==> config.mk <==
export PLATFORM = sky130hd
export DESIGN_NAME = text_overlay_ctrl_flat
export DESIGN_NICKNAME = d
export VERILOG_FILES = /design/src/rtl/text_overlay_if.sv /design/src/rtl/text_overlay_ctrl.sv /design/src/flat_wrapper.sv
export SDC_FILE = /design/constraint.sdc
export NUM_CORES = 1
export LEC_CHECK = 0
export ABC_AREA = 1
export ABC_CLOCK_PERIOD_IN_PS = 2800
export CORE_MARGIN = 1
export CORE_UTILIZATION = 50
export DETAILED_ROUTE_END_ITERATION = 10
export HOLD_SLACK_MARGIN = 0.1
export PLACE_DENSITY = 0.78
export SKIP_CTS_REPAIR_TIMING = 1
export SKIP_LAST_GASP = 1
export SLEW_MARGIN = 20
export SYNTH_ARGS = -nofsm -noshare
export SYNTH_HDL_FRONTEND = slang
export SYNTH_SLANG_ARGS = --single-unit
==> constraint.sdc <==
create_clock -name clk -period 2.8 [get_ports clk]
set_input_delay 0.56 -clock clk [delete_from_list [all_inputs] [get_ports clk]]
set_output_delay 0.56 -clock clk [all_outputs]
set_load 0.02 [all_outputs]
==> src/rtl/text_overlay_if.sv <==
// Raster, write-port and glyph-ROM signals of the text overlay controller.
// master = vga timing / host / ROM side, slave = text_overlay_ctrl.
interface text_overlay_if #(
    parameter int NCHARS = 8
);
    localparam int AW = $clog2(NCHARS);

    logic [9:0]    x;
    logic [9:0]    y;
    logic          valid;
    logic          newframe;
    logic          wr_en;
    logic [AW-1:0] wr_addr;
    logic [3:0]    wr_data;
    logic          wr_ready;
    logic          commit;
    logic          commit_pending;
    logic [3:0]    char_code;
    logic [2:0]    rownum;
    logic [7:0]    pixels;
    logic          pix_out;

    modport master (
        output x, y, valid, newframe, wr_en, wr_addr, wr_data, commit, pixels,
        input  wr_ready, commit_pending, char_code, rownum, pix_out
    );

    modport slave (
        input  x, y, valid, newframe, wr_en, wr_addr, wr_data, commit, pixels,
        output wr_ready, commit_pending, char_code, rownum, pix_out
    );
endinterface

==> src/rtl/text_overlay_ctrl.sv <==
// One-line text overlay: double-buffered char string, glyph ROM sequencing, 2-clock pixel pipe.
// Optional 2x2 glyph scaling when TEXT_SCALE2_EN is defined.
module text_overlay_ctrl #(
    parameter int NCHARS     = 8,
    parameter int TEXT_X0    = 8,
    parameter int TEXT_Y0    = 300,
    parameter int BLANK_CODE = 15
) (
    input  logic             clk,
    input  logic             rst,
    text_overlay_if.slave    bus
);
    localparam int AW = $clog2(NCHARS);
`ifdef TEXT_SCALE2_EN
    localparam int LS = 1;
`else
    localparam int LS = 0;
`endif
    localparam int ROWS  = 8 << LS;
    localparam int WIN_W = NCHARS * (8 << LS);
    localparam logic [3:0] BLANK = 4'(BLANK_CODE);

    typedef enum logic [1:0] {WAIT_ROW, IN_ROWS, DONE} state_e;

    state_e                 state_q, state_d;
    logic [3:0]             row_cnt_q, row_cnt_d;
    logic [NCHARS-1:0][3:0] shadow_q, active_q;
    logic                   pending_q;
    logic                   swap, wr_fire;
    logic [9:0]             c;
    logic                   in_win, line_start, last_col;
    logic [AW-1:0]          slot;
    logic [2:0]             bit_idx;
    logic [3:0]             char_q;
    logic [2:0]             rownum_q, bit_q;
    logic                   in_win_q, pix_q;

    // A swap steals the write port for its single cycle so the copy never races a write.
    assign swap     = bus.newframe && (pending_q || bus.commit);
    assign wr_fire  = bus.wr_en && !swap;
    assign bus.wr_ready       = rst || !swap;
    assign bus.commit_pending = pending_q;

    always_ff @(posedge clk) begin
        if (rst) begin
            shadow_q  <= {NCHARS{BLANK}};
            active_q  <= {NCHARS{BLANK}};
            pending_q <= 1'b0;
        end else begin
            if (wr_fire) shadow_q[bus.wr_addr] <= bus.wr_data;
            if (swap) begin
                active_q  <= shadow_q;
                pending_q <= 1'b0;
            end else if (bus.commit) begin
                pending_q <= 1'b1;
            end
        end
    end

    // Underflow when x < TEXT_X0 wraps c high, so the range check rejects it as well.
    assign c          = bus.x - 10'(TEXT_X0);
    assign in_win     = (state_q == IN_ROWS) && bus.valid && (bus.x >= 10'(TEXT_X0))
                        && (c < 10'(WIN_W));
    assign slot       = AW'(c >> (3 + LS));
    assign bit_idx    = 3'(c >> LS);
    assign line_start = bus.valid && (bus.x == 10'd0);
    assign last_col   = bus.valid && (c == 10'(WIN_W - 1));

    always_comb begin
        state_d   = state_q;
        row_cnt_d = row_cnt_q;
        if (bus.newframe) begin
            state_d   = WAIT_ROW;
            row_cnt_d = 4'd0;
        end else begin
            case (state_q)
                WAIT_ROW: begin
                    if (line_start && bus.y == 10'(TEXT_Y0)) begin
                        state_d   = IN_ROWS;
                        row_cnt_d = 4'd0;
                    end
                end
                IN_ROWS: begin
                    if (line_start) row_cnt_d = row_cnt_q + 4'd1;
                    if (row_cnt_q == 4'(ROWS - 1) && last_col) state_d = DONE;
                end
                default: ;
            endcase
        end
    end

    always_ff @(posedge clk) begin
        if (rst) begin
            state_q   <= WAIT_ROW;
            row_cnt_q <= 4'd0;
            char_q    <= BLANK;
            rownum_q  <= 3'd0;
            bit_q     <= 3'd0;
            in_win_q  <= 1'b0;
            pix_q     <= 1'b0;
        end else begin
            state_q   <= state_d;
            row_cnt_q <= row_cnt_d;
            char_q    <= in_win ? active_q[slot] : BLANK;
            rownum_q  <= 3'(row_cnt_q >> LS);
            bit_q     <= bit_idx;
            in_win_q  <= in_win;
            pix_q     <= in_win_q & bus.pixels[3'd7 - bit_q];
        end
    end

    assign bus.char_code = char_q;
    assign bus.rownum    = rownum_q;
    assign bus.pix_out   = pix_q;
endmodule
==> src/flat_wrapper.sv <==
// flat-port wrapper written by rule: the top's interface ports become plain ports
module text_overlay_ctrl_flat 
#(
    parameter int NCHARS     = 8,
    parameter int TEXT_X0    = 8,
    parameter int TEXT_Y0    = 300,
    parameter int BLANK_CODE = 15
)
  (clk, rst, bus_x, bus_y, bus_valid, bus_newframe, bus_wr_en, bus_wr_addr, bus_wr_data, bus_commit, bus_pixels, bus_wr_ready, bus_commit_pending, bus_char_code, bus_rownum, bus_pix_out);
  text_overlay_if #(.NCHARS(NCHARS)) bus_i ();
  input  logic clk;
  input  logic rst;
  input wire logic [$bits(bus_i.x)-1:0] bus_x;
  input wire logic [$bits(bus_i.y)-1:0] bus_y;
  input wire logic [$bits(bus_i.valid)-1:0] bus_valid;
  input wire logic [$bits(bus_i.newframe)-1:0] bus_newframe;
  input wire logic [$bits(bus_i.wr_en)-1:0] bus_wr_en;
  input wire logic [$bits(bus_i.wr_addr)-1:0] bus_wr_addr;
  input wire logic [$bits(bus_i.wr_data)-1:0] bus_wr_data;
  input wire logic [$bits(bus_i.commit)-1:0] bus_commit;
  input wire logic [$bits(bus_i.pixels)-1:0] bus_pixels;
  output wire logic [$bits(bus_i.wr_ready)-1:0] bus_wr_ready;
  output wire logic [$bits(bus_i.commit_pending)-1:0] bus_commit_pending;
  output wire logic [$bits(bus_i.char_code)-1:0] bus_char_code;
  output wire logic [$bits(bus_i.rownum)-1:0] bus_rownum;
  output wire logic [$bits(bus_i.pix_out)-1:0] bus_pix_out;
  assign bus_i.x = bus_x;
  assign bus_i.y = bus_y;
  assign bus_i.valid = bus_valid;
  assign bus_i.newframe = bus_newframe;
  assign bus_i.wr_en = bus_wr_en;
  assign bus_i.wr_addr = bus_wr_addr;
  assign bus_i.wr_data = bus_wr_data;
  assign bus_i.commit = bus_commit;
  assign bus_i.pixels = bus_pixels;
  assign bus_wr_ready = bus_i.wr_ready;
  assign bus_commit_pending = bus_i.commit_pending;
  assign bus_char_code = bus_i.char_code;
  assign bus_rownum = bus_i.rownum;
  assign bus_pix_out = bus_i.pix_out;
  text_overlay_ctrl #(.NCHARS(NCHARS), .TEXT_X0(TEXT_X0), .TEXT_Y0(TEXT_Y0), .BLANK_CODE(BLANK_CODE)) u_core (.clk(clk), .rst(rst), .bus(bus_i));
endmodule
* Yosys cells after proc, flatten, opt, wreduce, memory -nomap -nowiden
Cells that the tools add are included. W data, S select, Z words.
Cells by class: equal/unequal tests 7, $lt $le $gt $ge 6, bitwise operators 2, add/sub/neg operators 3, multiplexer cells 13, reductions and logical operators 21
Operators with widths (count):
- $bwmux W32 | 1
- $mux W4 | 4
- $bmux W4 S3 | 1
- $demux W4 S3 | 1
- $lt A3 B4 Y1 const B | 3
- $eq A10 B6 Y1 const B | 1
- $eq A10 B9 Y1 const B | 1
- $ge A10 B4 Y1 const B | 1
- $logic_and A1 B1 Y1 | 10
- $logic_not A10 Y1 | 1
- $lt A10 B7 Y1 const B | 1
- $sub A10 B4 Y10 const B | 1
- $pmux W4 S2 | 1
- $reduce_and A3 Y1 | 2
- $reduce_or A2 Y1 | 3
- $add A4 B1 Y4 const B | 1
- $eq A4 B3 Y1 const B | 1
- $mux W2 | 2
- $ne A2 B1 Y1 const B | 2
- $pmux W2 S2 | 1
- $bmux W1 S3 | 1
- $ge A3 B1 Y1 const B | 1
- $sub A3 B3 Y3 const A | 1
- $eq A2 B1 Y1 const B | 1
- other kinds (8) | 9
Word-level totals: output and inout bits 10, register bits 83

* Logic depth before layout (Yosys ltp)
depth in word-level cells 6, depth in mapped cells 11, depth with buffers taken out 9

* Worst setup path before layout
Ideal clock, no wire load.
path kind input -> register, start point input bus_x[3], end point register u_core.char_q[1], in the netlist u_core.bus.char_code[1], arrival time 1835 ps, library setup time 119 ps, slack 846 ps, data required time 2681 ps, stages on the path 11, path buffers 3, path through buf_6 -> clkinv_4 -> buf_2 -> ha_1 -> inv_1 -> clkbuf_2 -> a21oi_1 -> o21ai_0 -> o211ai_1 -> o21ai_0 -> nand2_1
On the way: longest elaborated chain between the ends 5
Ends and longest elaborated chain:
- start, declared | RTL line flat_wrapper.sv:13 | input wire logic [$bits(bus_i.x)-1:0] bus_x;
- $sub A10 B4 Y10 / $ge A10 B4 Y1 (equally long branches) | RTL line text_overlay_ctrl.sv:61, text_overlay_ctrl.sv:62
- $lt A10 B7 Y1 / $logic_and A1 B1 Y1 (equally long branches) | RTL line text_overlay_ctrl.sv:63, text_overlay_ctrl.sv:62
- $logic_and A1 B1 Y1 | RTL line text_overlay_ctrl.sv:63 | && (c < 10'(WIN_W));
- $not A1 Y1 (no source line)
- $reduce_or A2 Y1 (no source line)
- end signal, assigned | RTL line text_overlay_ctrl.sv:104 | char_q <= in_win ? active_q[slot] : BLANK;
- end, declared | RTL line text_overlay_ctrl.sv:34 | logic [3:0] char_q;
Several ways; a longest one is shown, not always the timed one. The select of a mux whose other input is x is not followed. A chain may end at the register's enable or synchronous reset.

* Worst setup path after layout
start point input bus_commit, end point output bus_wr_ready
On the way: longest elaborated chain between the ends 4
Ends and longest elaborated chain:
- start, declared | RTL line flat_wrapper.sv:20 | input wire logic [$bits(bus_i.commit)-1:0] bus_commit;
- $logic_or A1 B1 Y1 | RTL line text_overlay_ctrl.sv:39 | assign swap = bus.newframe && (pending_q || bus.commit);
- $logic_and A1 B1 Y1 | RTL line text_overlay_ctrl.sv:39
- $logic_not A1 Y1 | RTL line text_overlay_ctrl.sv:41 | assign bus.wr_ready = rst || !swap;
- $logic_or A1 B1 Y1 | RTL line text_overlay_ctrl.sv:41
- end, declared | RTL line flat_wrapper.sv:22 | output wire logic [$bits(bus_i.wr_ready)-1:0] bus_wr_ready;
No other way between the ends.

==> flow_metrics.py <==
metrics = {
    "worst_setup_path": {
        "end_kind": "primary output",
        "crit_required_ps": 2240,
        "path_cells": "clkdlybuf4s50_1 > o21ai_2 > nor2_2 > inv_2 > clkdlybuf4s50_1",
        "cpPeakStageDelay_ps": 590,
        "cp_common_cell": "clkdlybuf4s50_1",
        "cp_slowest_cell": "clkdlybuf4s50_1",
        "path_class": "input port to primary output",
        "cp.buffers_inverters": 3,
        "crit_fanout": 3,
        "cp-start-kind": "input port",
        "cp_top_family": "buffers and inverters",
        "crit_arrival_ps": 1950,
    },
    "routing": {
        "dr.first_iter.drc_count": 219,
        "wl_per_cell_um": 13.9,
        "dr.pass1.iters": 4,
        "avgViaCountPerCell": 5.23,
        "vias": 3051,
        "drc": 0,
        "drtAntennaViolNets": 0,
        "finalWirelength_um": 8080,
    },
    "clock_network": {
        "cts-root-buf": "clkbuf_8",
        "path_clk_slew_ps": 80,
        "cts_num_sinks": 83,
        "numCtsBuffers": 9,
        "htree_levels": 3,
        "cts_tree": "built",
        "ctsLongestPathBuffers": 2,
        "clk_latency_ps": 350,
    },
    "power": {
        "leakage_nw": 1.81,
        "pwr-share-comb_pct": 10.0,
        "switching_share_pct": 23.9,
        "power.switching_uw": 576,
        "peakVddDrop_mv": 0.533,
        "power_density_nw_per_um2": 569,
        "internal_power_mw": 1.84,
        "seqPwrFrac_pct": 50.2,
        "power.clock.fraction_pct": 39.8,
    },
    "global_routing": {
        "grtUsageMet3_pct": 4.09,
        "gr-max-usage-layer": "met2",
        "first_global_vias": 2860,
        "grt_overflow": 0,
        "use_met1_pct": 33.5,
        "grt_pass1_wl_um": 13600,
        "antenna_found_initial": 0,
        "met2_usage_pct": 37.5,
        "grt_max_degree": 30,
        "grt_usage_pct": 24.3,
    },
    "placement": {
        "dp_hpwl_um": 5740,
        "placed_area_um2": 4020,
        "io_buffers": 50,
        "pre_cts_ws_ps": 283,
        "place_congestion": 0.867,
    },
    "synth": {
        "syn_nets": 492,
        "synth_top_area_cell": "dfxtp_1",
        "synthFlopType": "dfxtp_1",
        "synth_warnings": 0,
        "ys_seq_area_share_pct": 48.2,
        "yosysUniqueCellTypes": 29,
        "synth.avg_cell_area_um2": 7.67,
        "mappedNetlistArea_um2": 3450,
        "synth_area_leaders": "dfxtp_1 48%, nand2_1 9.0%, nor2_1 6.5%",
        "synth_cells": 449,
        "ys_ff_latch": 83,
        "synth_edf_count": 0,
        "async_reset_ff_share_pct": 0,
        "netlist.area_leader.share_pct": 48.2,
    },
    "layout": {
        "final_nets": 544,
        "multi_input_area_um2": 1480,
        "ff_latch_area_um2": 1660,
        "area_delta_synth_final_pct": 23.1,
        "n_antenna_cell": 0,
        "post_route_cells_drive_above_1_share_pct": 8.30,
        "design_area_um2": 4240,
        "fillCellCount": 555,
        "fin_util_pct": 65.3,
        "layout_common_cells": "83 x nand2_1, 83 x dfxtp_1, 60 x nor2_1, 53 x inv_1, 50 x clkdlybuf4s50_1",
    },
    "floorplanning": {
        "die_x_um": 85.0,
        "ioPinCount": 51,
        "fp.dieArea_um2": 7230,
        "start_util_pct": 53.1,
        "die_height_um": 85.0,
        "rows": 29,
        "core_area_um2": 6490,
    },
    "sta": {
        "fin_crit_sh_pct": 89.7,
        "finalHoldViolations": 0,
        "finalMaxSlewViolations": 0,
        "setup_viol": 0,
        "timing.final.ws_setup_ps": 289,
        "worstMarginPinSlew_ps": 478,
        "setup_tns_ps": 0,
        "finalClockSkew_ps": 5.83,
        "finalCriticalPeriod_ps": 2510,
        "relSlewSlack_pct": 68.0,
        "clock.fmax_mhz": 398,
        "grt_setup_unrepaired": "no",
    },
    "worst_hold_path": {
        "hold_class": "flop to flop",
    },
    "run": {
        "max_cap_violations": 0,
    },
    "run_status": {
        "status": "complete, no violations",
    },
}
## cells by family (layout without fill, tap and decap cells)
| family | after synthesis | after routing | synth area share, % |
|---|---|---|---|
| and+or+nand+nor | 194 | 194 | 25.0 |
| adders and majority gates | 2 | 2 | 0.726 |
| xor gates and xnor gates | 1 | 1 | 0.472 |
| AOI/OAI and AO/OA | 94 | 94 | 16.7 |
| buffers and inverters | 75 | 132 | 8.86 |
| DFF | 83 | 83 | 48.2 |
## power by group through the flow
stage	combinational [mW]	clock (mW)	sequential, mW
6_report	0.241	0.960	1.21
2_1_floorplan	0.137	0	1.24
3_5_place_dp	0.238	0	1.24
5_1_grt	0.268	1.03	1.22
4_1_cts	0.240	0.968	1.21
3_3_place_gp	0.233	0	1.24
## per-layer routing
metal,up-vias,routed length [um]
met5,-,0
met4,0,148
met3,12,489
met2,90,3600
met1,1386,3840
li1,1563,-
## sequential cells by signal, indices dropped and copies added (netlist names)
signal	flops
u_core.shadow_q	32
u_core.bus.char_code	4
u_core.bus.pix_out	1
u_core.bit_q	3
u_core.active_q	32
u_core.in_win_q	1
u_core.row_cnt_q	4
u_core.state_q	2
u_core.bus.commit_pending	1
u_core.bus.rownum	3
## per-stage QoR
stage	power, mW	hold slack (ps)	std cells
6_report	2.41	451	583
5_1_grt	2.51	475	583
4_1_cts	2.42	456	583
3_5_place_dp	1.48	440	567
3_3_place_gp	1.47	432	567
2_1_floorplan	1.37	425	449
## synthesized netlist by cell type (3+ instances only)
master / instances
nor2_4: 9
dfxtp_1: 83
inv_1: 53
clkbuf_1: 6
o21ai_0: 33
o211ai_1: 9
nor2_1: 60
a21oi_1: 28
o22a_1: 18
nand4_1: 3
buf_2: 7
nand3_1: 34
inv_2: 5
nand2_1: 83
## worst register-to-register path, delay by kind of cell (launching register included)
kind                   cells  cell delay (ps)
AO/OA/AOI/OAI              1              220
flip-flops                 1              340
AND/OR/NAND/NOR            5              630
buffers and inverters      2              330
## path summary, 6_finish.rpt
kind / depth (start not counted) / start / endpoint / slack (ps)
max reg2reg: 8 / u_core.bus.commit_pending / u_core.shadow_q[1] / 1140
min: 2 / u_core.in_win_q / u_core.bus.pix_out / 450
min reg2reg: 2 / u_core.in_win_q / u_core.bus.pix_out / 450
max: 5 / bus_commit / bus_wr_ready / 290
## final cells by class
class	count	area share, %
inverter	59	5.34
timing repair buffer	57	13.0
tap	77	2.27
clock buffer	11	3.33
sequential	83	39.2
clock inverter	5	2.01
multi-input combinational	291	34.9
Note: power is estimated with default switching activity, not from simulation.
